**src/rtl/npc_pkg.sv**
```systemverilog
// Shared definitions for the npc core: fetch FSM states, reset PC, NOP encoding
// and the instruction/address widths used by both ifu and cpu.
package npc_pkg;

  localparam int XLEN = 32;
  localparam int ILEN = 32;

  localparam logic [XLEN-1:0] RESET_PC = 32'h8000_0000;
  localparam logic [ILEN-1:0] NOP      = 32'h0000_0013;

  typedef enum logic [1:0] {
    IDLE = 2'd0,
    REQ  = 2'd1,
    WAIT = 2'd2,
    HOLD = 2'd3
  } ifu_state_t;

endpackage

```
**src/rtl/ifu.sv**
```systemverilog
// Instruction fetch unit: one imem request/response per instruction, holds the
// fetched word on cmd until the core takes it, then pulses pc_wen.
module ifu
  import npc_pkg::*;
#(
  parameter logic [XLEN-1:0] RESET_PC = npc_pkg::RESET_PC,
  parameter logic [ILEN-1:0] NOP      = npc_pkg::NOP
) (
  input  logic            clk,
  input  logic            rst,
  input  logic [XLEN-1:0] pc,
  output logic            pc_wen,
  input  logic            flush,
  output logic            imem_req,
  output logic [XLEN-1:0] imem_addr,
  input  logic            imem_gnt,
  input  logic            imem_rvalid,
  input  logic [ILEN-1:0] imem_rdata,
  input  logic            imem_err,
  output logic [ILEN-1:0] cmd,
  output logic [XLEN-1:0] cmd_pc,
  output logic            cmd_valid,
  input  logic            cmd_ready,
  output logic            cmd_err,
  output logic [1:0]      fsm_state
);

  // Handshakes: imem_req/imem_addr are held until imem_gnt (never withdrawn);
  // cmd/cmd_pc/cmd_err are held while cmd_valid until cmd_ready, flush wins.
  ifu_state_t      state_q;
  logic [XLEN-1:0] addr_q;
  logic [ILEN-1:0] cmd_q;
  logic [XLEN-1:0] cmd_pc_q;
  logic            cmd_err_q;
  logic            drop_q;

  always_ff @(posedge clk or negedge rst) begin
    if (!rst) begin
      state_q   <= IDLE;
      addr_q    <= '0;
      cmd_q     <= '0;
      cmd_pc_q  <= RESET_PC;
      cmd_err_q <= 1'b0;
      drop_q    <= 1'b0;
    end else begin
      case (state_q)
        IDLE: begin
          addr_q <= pc;
          if (pc[1:0] != 2'b00) begin
            cmd_q     <= NOP;
            cmd_err_q <= 1'b1;
            cmd_pc_q  <= pc;
            state_q   <= HOLD;
          end else begin
            state_q <= REQ;
          end
        end
        REQ: begin
          // A flushed request still completes; its response is dropped in WAIT.
          if (flush) drop_q <= 1'b1;
          if (imem_gnt) state_q <= WAIT;
        end
        WAIT: begin
          if (imem_rvalid) begin
            if (drop_q || flush) begin
              drop_q  <= 1'b0;
              state_q <= IDLE;
            end else begin
              cmd_q     <= imem_err ? NOP : imem_rdata;
              cmd_err_q <= imem_err;
              cmd_pc_q  <= addr_q;
              state_q   <= HOLD;
            end
          end else if (flush) begin
            drop_q <= 1'b1;
          end
        end
        HOLD: begin
          if (flush || cmd_ready) state_q <= IDLE;
        end
        default: state_q <= IDLE;
      endcase
    end
  end

  assign imem_req  = (state_q == REQ);
  assign imem_addr = addr_q;
  assign cmd_valid = (state_q == HOLD);
  assign pc_wen    = (state_q == HOLD) && cmd_ready && !flush;
  assign cmd       = cmd_q;
  assign cmd_pc    = cmd_pc_q;
  assign cmd_err   = cmd_err_q;
  assign fsm_state = state_q;

endmodule
```
**config.mk**
```make
export PLATFORM = sky130hd
export DESIGN_NAME = ifu
export DESIGN_NICKNAME = d
export VERILOG_FILES = /design/src/rtl/npc_pkg.sv /design/src/rtl/ifu.sv
export SDC_FILE = /design/constraint.sdc
export NUM_CORES = 1
export LEC_CHECK = 0
export ABC_AREA = 1
export BUFFER_PORTS_ARGS = -buffer_cell sky130_fd_sc_hd__buf_2
export CAP_MARGIN = 40
export CORE_MARGIN = 2
export CORE_UTILIZATION = 50
export DETAILED_ROUTE_END_ITERATION = 8
export PLACE_DENSITY = 0.81
export SYNTH_ARGS = -nofsm -noshare
export SYNTH_HDL_FRONTEND = slang
export SYNTH_SLANG_ARGS = --single-unit
```
**constraint.sdc**
```tcl
create_clock -name clk -period 1.8 [get_ports clk]
set_clock_uncertainty 0.05 [all_clocks]
set_input_delay 0.54 -clock clk [delete_from_list [all_inputs] [get_ports clk]]
set_output_delay 0.54 -clock clk [all_outputs]
set_load 0.01 [all_outputs]
```
==> run metrics <==
Cell Chain, Critical Path=nand2_2 -> nor3_2 -> buf_2; area of the core=between 9000 and 10000 sq um; Critical Path Start Type=flop; Netlist Area Pre-Place=4768 sq um; die area=between 10000 and 15000 sq um; Slew Viols, Final=0; IO buf count=172; sequential share of the synthesized area=0.5251; critical path type=reg2out; H-tree depth=3; Cells after DPL=922; #FFs+latches synth=100; Detailed Place HPWL=about 8.9 mm; die width=101.7 um; Clock Latency Late Sink=approximately 0.35 ns; Worst Path Required=about 1.2 ns; via count=4802; Worst Hold Class=in2async; DRT Pass-1 Iters=5; Num CTS Buffers=9; final hold slack=~0.16 ns; global router's overall resource usage=0.2548; RSZ-0062 raised after global routing=yes; LEAKAGE=3.661 nW; Post-Route WL=13.12 mm; Fill cells=between 800 and 900; vias in the first global route=between 4000 and 5000; VDD IR max=between 0.9 and 1 mV; Yosys warning count=0; pin count of the biggest net entering global routing=just over 100; via-per-instance ratio=5.092; clock root cell=clkbuf_8; Max-slew headroom=0.6437; global-route wire length before repair=roughly 21 mm; CTS Sinks=100; Clock Path Buffers=2; outcome=finished clean; FMAX=between 500 and 600 MHz; total congestion overflow=0; # diodes=0; drt drc=0; Worst-path clk slew=~0.1 ns; Worst path slowest cell=dfrtp_2; Total Power=roughly 0.011 W; Critical R2R Launch=fsm_state[0]$_DFFE_PN0P_; layout cells sized above 1=0.2813; hold buffer count at CTS=0; crit-path max FO=6; Avg Cell Area, Syn=between 7 and 8 sq um; Cell Pwr Density=about 1900 nW/um^2; Area contributors post-synth=dfrtp_1 (52%), nand2_1 (27%), nand3_1 (11%), nor2_1 (2.8%), buf_4 (1.7%); crit path time final=roughly 1.8 ns; CTS tree=done; final net count=about 900; Synth area leader=dfrtp_1; wire length per cell=between 10 and 15 um; Post-Layout Cell Count=943; # setup viols final=0; drt first-iter violations=about 320; GP Congestion=around 0.85; post-route clock period utilization=0.9729; Critical Path AT=roughly 1.2 ns; CP endpoint kind=output pin; post-route ant nets=0; row count=35; max-capacitance violation count=0; Mapped Cells=roughly 650; area share of the largest cell type after synthesis=0.5195; P&R area growth vs syn=27.42%; chip height=101.7 um; crit path launch=fsm_state[0]$_DFFE_PN0P_; initial antenna violation count=0; I/O Pins=173; initial core utilization=0.5160; syn nets=~700; Slew @ Worst Pin=0.5344 ns; CP max stage delay=0.46 ns; hold violation total from the final report=0; Netlist cell types=19
cell usage after synthesis (all sizes together):
| master | count |
|---|---|
| dfrtp | 99 |
| nor3 | 1 |
| nor2 | 38 |
| o21ai | 2 |
| nand4 | 1 |
| dfstp | 1 |
| nand3 | 103 |
| clkbuf | 14 |
| a21oi | 1 |
| inv | 16 |
| nand2 | 340 |
| buf | 29 |
flip-flops by register name (all words and copies together), names as in the netlist:
| register | flops |
|---|---|
| imem_addr | 32 |
| cmd_pc | 32 |
| cmd_err | 1 |
| fsm_state | 2 |
| cmd | 32 |
| drop_q | 1 |
cell type report:
class	count	area (sq um)	share of cell area
flip-flops and latches	100	2506	0.4125
multi-input cells	486	2004	0.3299
repair buffers	196	1137	0.1872
well taps	129	161.4	0.02657
clock buffers	11	141.4	0.02327
clock inverters	5	62.56	0.01030
inverters	16	62.56	0.01030
critical path: cells and delay by family, from the launching register on:
| kind | cells | cell delay [ns] |
|---|---|---|
| flip-flops | 1 | 0.46 |
| buffers and inverters | 1 | 0.15 |
| AND/OR/NAND/NOR | 2 | 0.21 |
power by group:
part           switching (W)  total [W]  internal [W]  leakage (nW)
clock network       0.000762    0.00145      0.000687        0.0957
logic                0.00376    0.00598       0.00221          2.30
registers           0.000674    0.00395       0.00328          1.27
total                0.00520     0.0114       0.00618          3.66
worst paths after layout:
| check | endpoint | slack [ns] | depth (start not counted) |
|---|---|---|---|
| worst max register to register | cmd_pc[17]$_DFFE_PN0P_ | 0.14 | 9 |
| worst min register to register | cmd_pc[31]$_DFFE_PN1P_ | 0.43 | 2 |
| max in group asynchronous | fsm_state[1]$_DFFE_PN0P_ | 1.10 | 2 |
| worst max-delay path | pc_wen | 0.05 | 3 |
| min in group clk | imem_addr[17]$_DFFE_PN0N_ | 0.35 | 3 |
| worst min-delay path | cmd[14]$_DFFE_PN0P_ | 0.16 | 2 |
placed cells by master (no fill, tap or decap), types with 3 or more instances in the layout:
cell type	instances
dfrtp_1	97
nand2_2	3
buf_4	18
nand2_1	336
nand3_1	101
nor2_1	36
buf_12	7
buf_2	170
inv_2	4
clkbuf_8	10
inv_1	11
layer usage:
layer,wire length [um],global-route usage,vias to the layer above
met1,5417,0.3384,2223
li1,-,-,2330
met4,165,0.07900,0
met3,1156,0.06211,14
met2,6381,0.4145,235
met5,0,0,-
timing repair:
item | CTS | global route
setup endpoints to repair | 3 | 4
pin swaps | 0 | 0
buffers inserted | 1 | 4
gates resized for setup | 4 | 9
cell families after synthesis:
kind of cell / share of synthesized area
AND/OR/NAND/NOR: 0.4117
AO/OA/AOI/OAI: 0.003936
flip-flops: 0.5251
buffers and inverters: 0.05930
through the flow:
step | worst slack, ns | util | cell area, sq um | setup TNS, ns
2_1_floorplan | 0.2063 | - | 4768 | 0
5_1_grt | -0.03994 | 0.6575 | 6076 | -0.04654
3_3_place_gp | 0.1836 | 0.6272 | 5796 | 0
6_report | 0.04881 | 0.6575 | 6076 | 0
3_5_place_dp | 0.1423 | 0.6272 | 5796 | 0
4_1_cts | 0.005131 | 0.6510 | 6016 | 0
No activity file was read; power rests on OpenSTA's default activity.
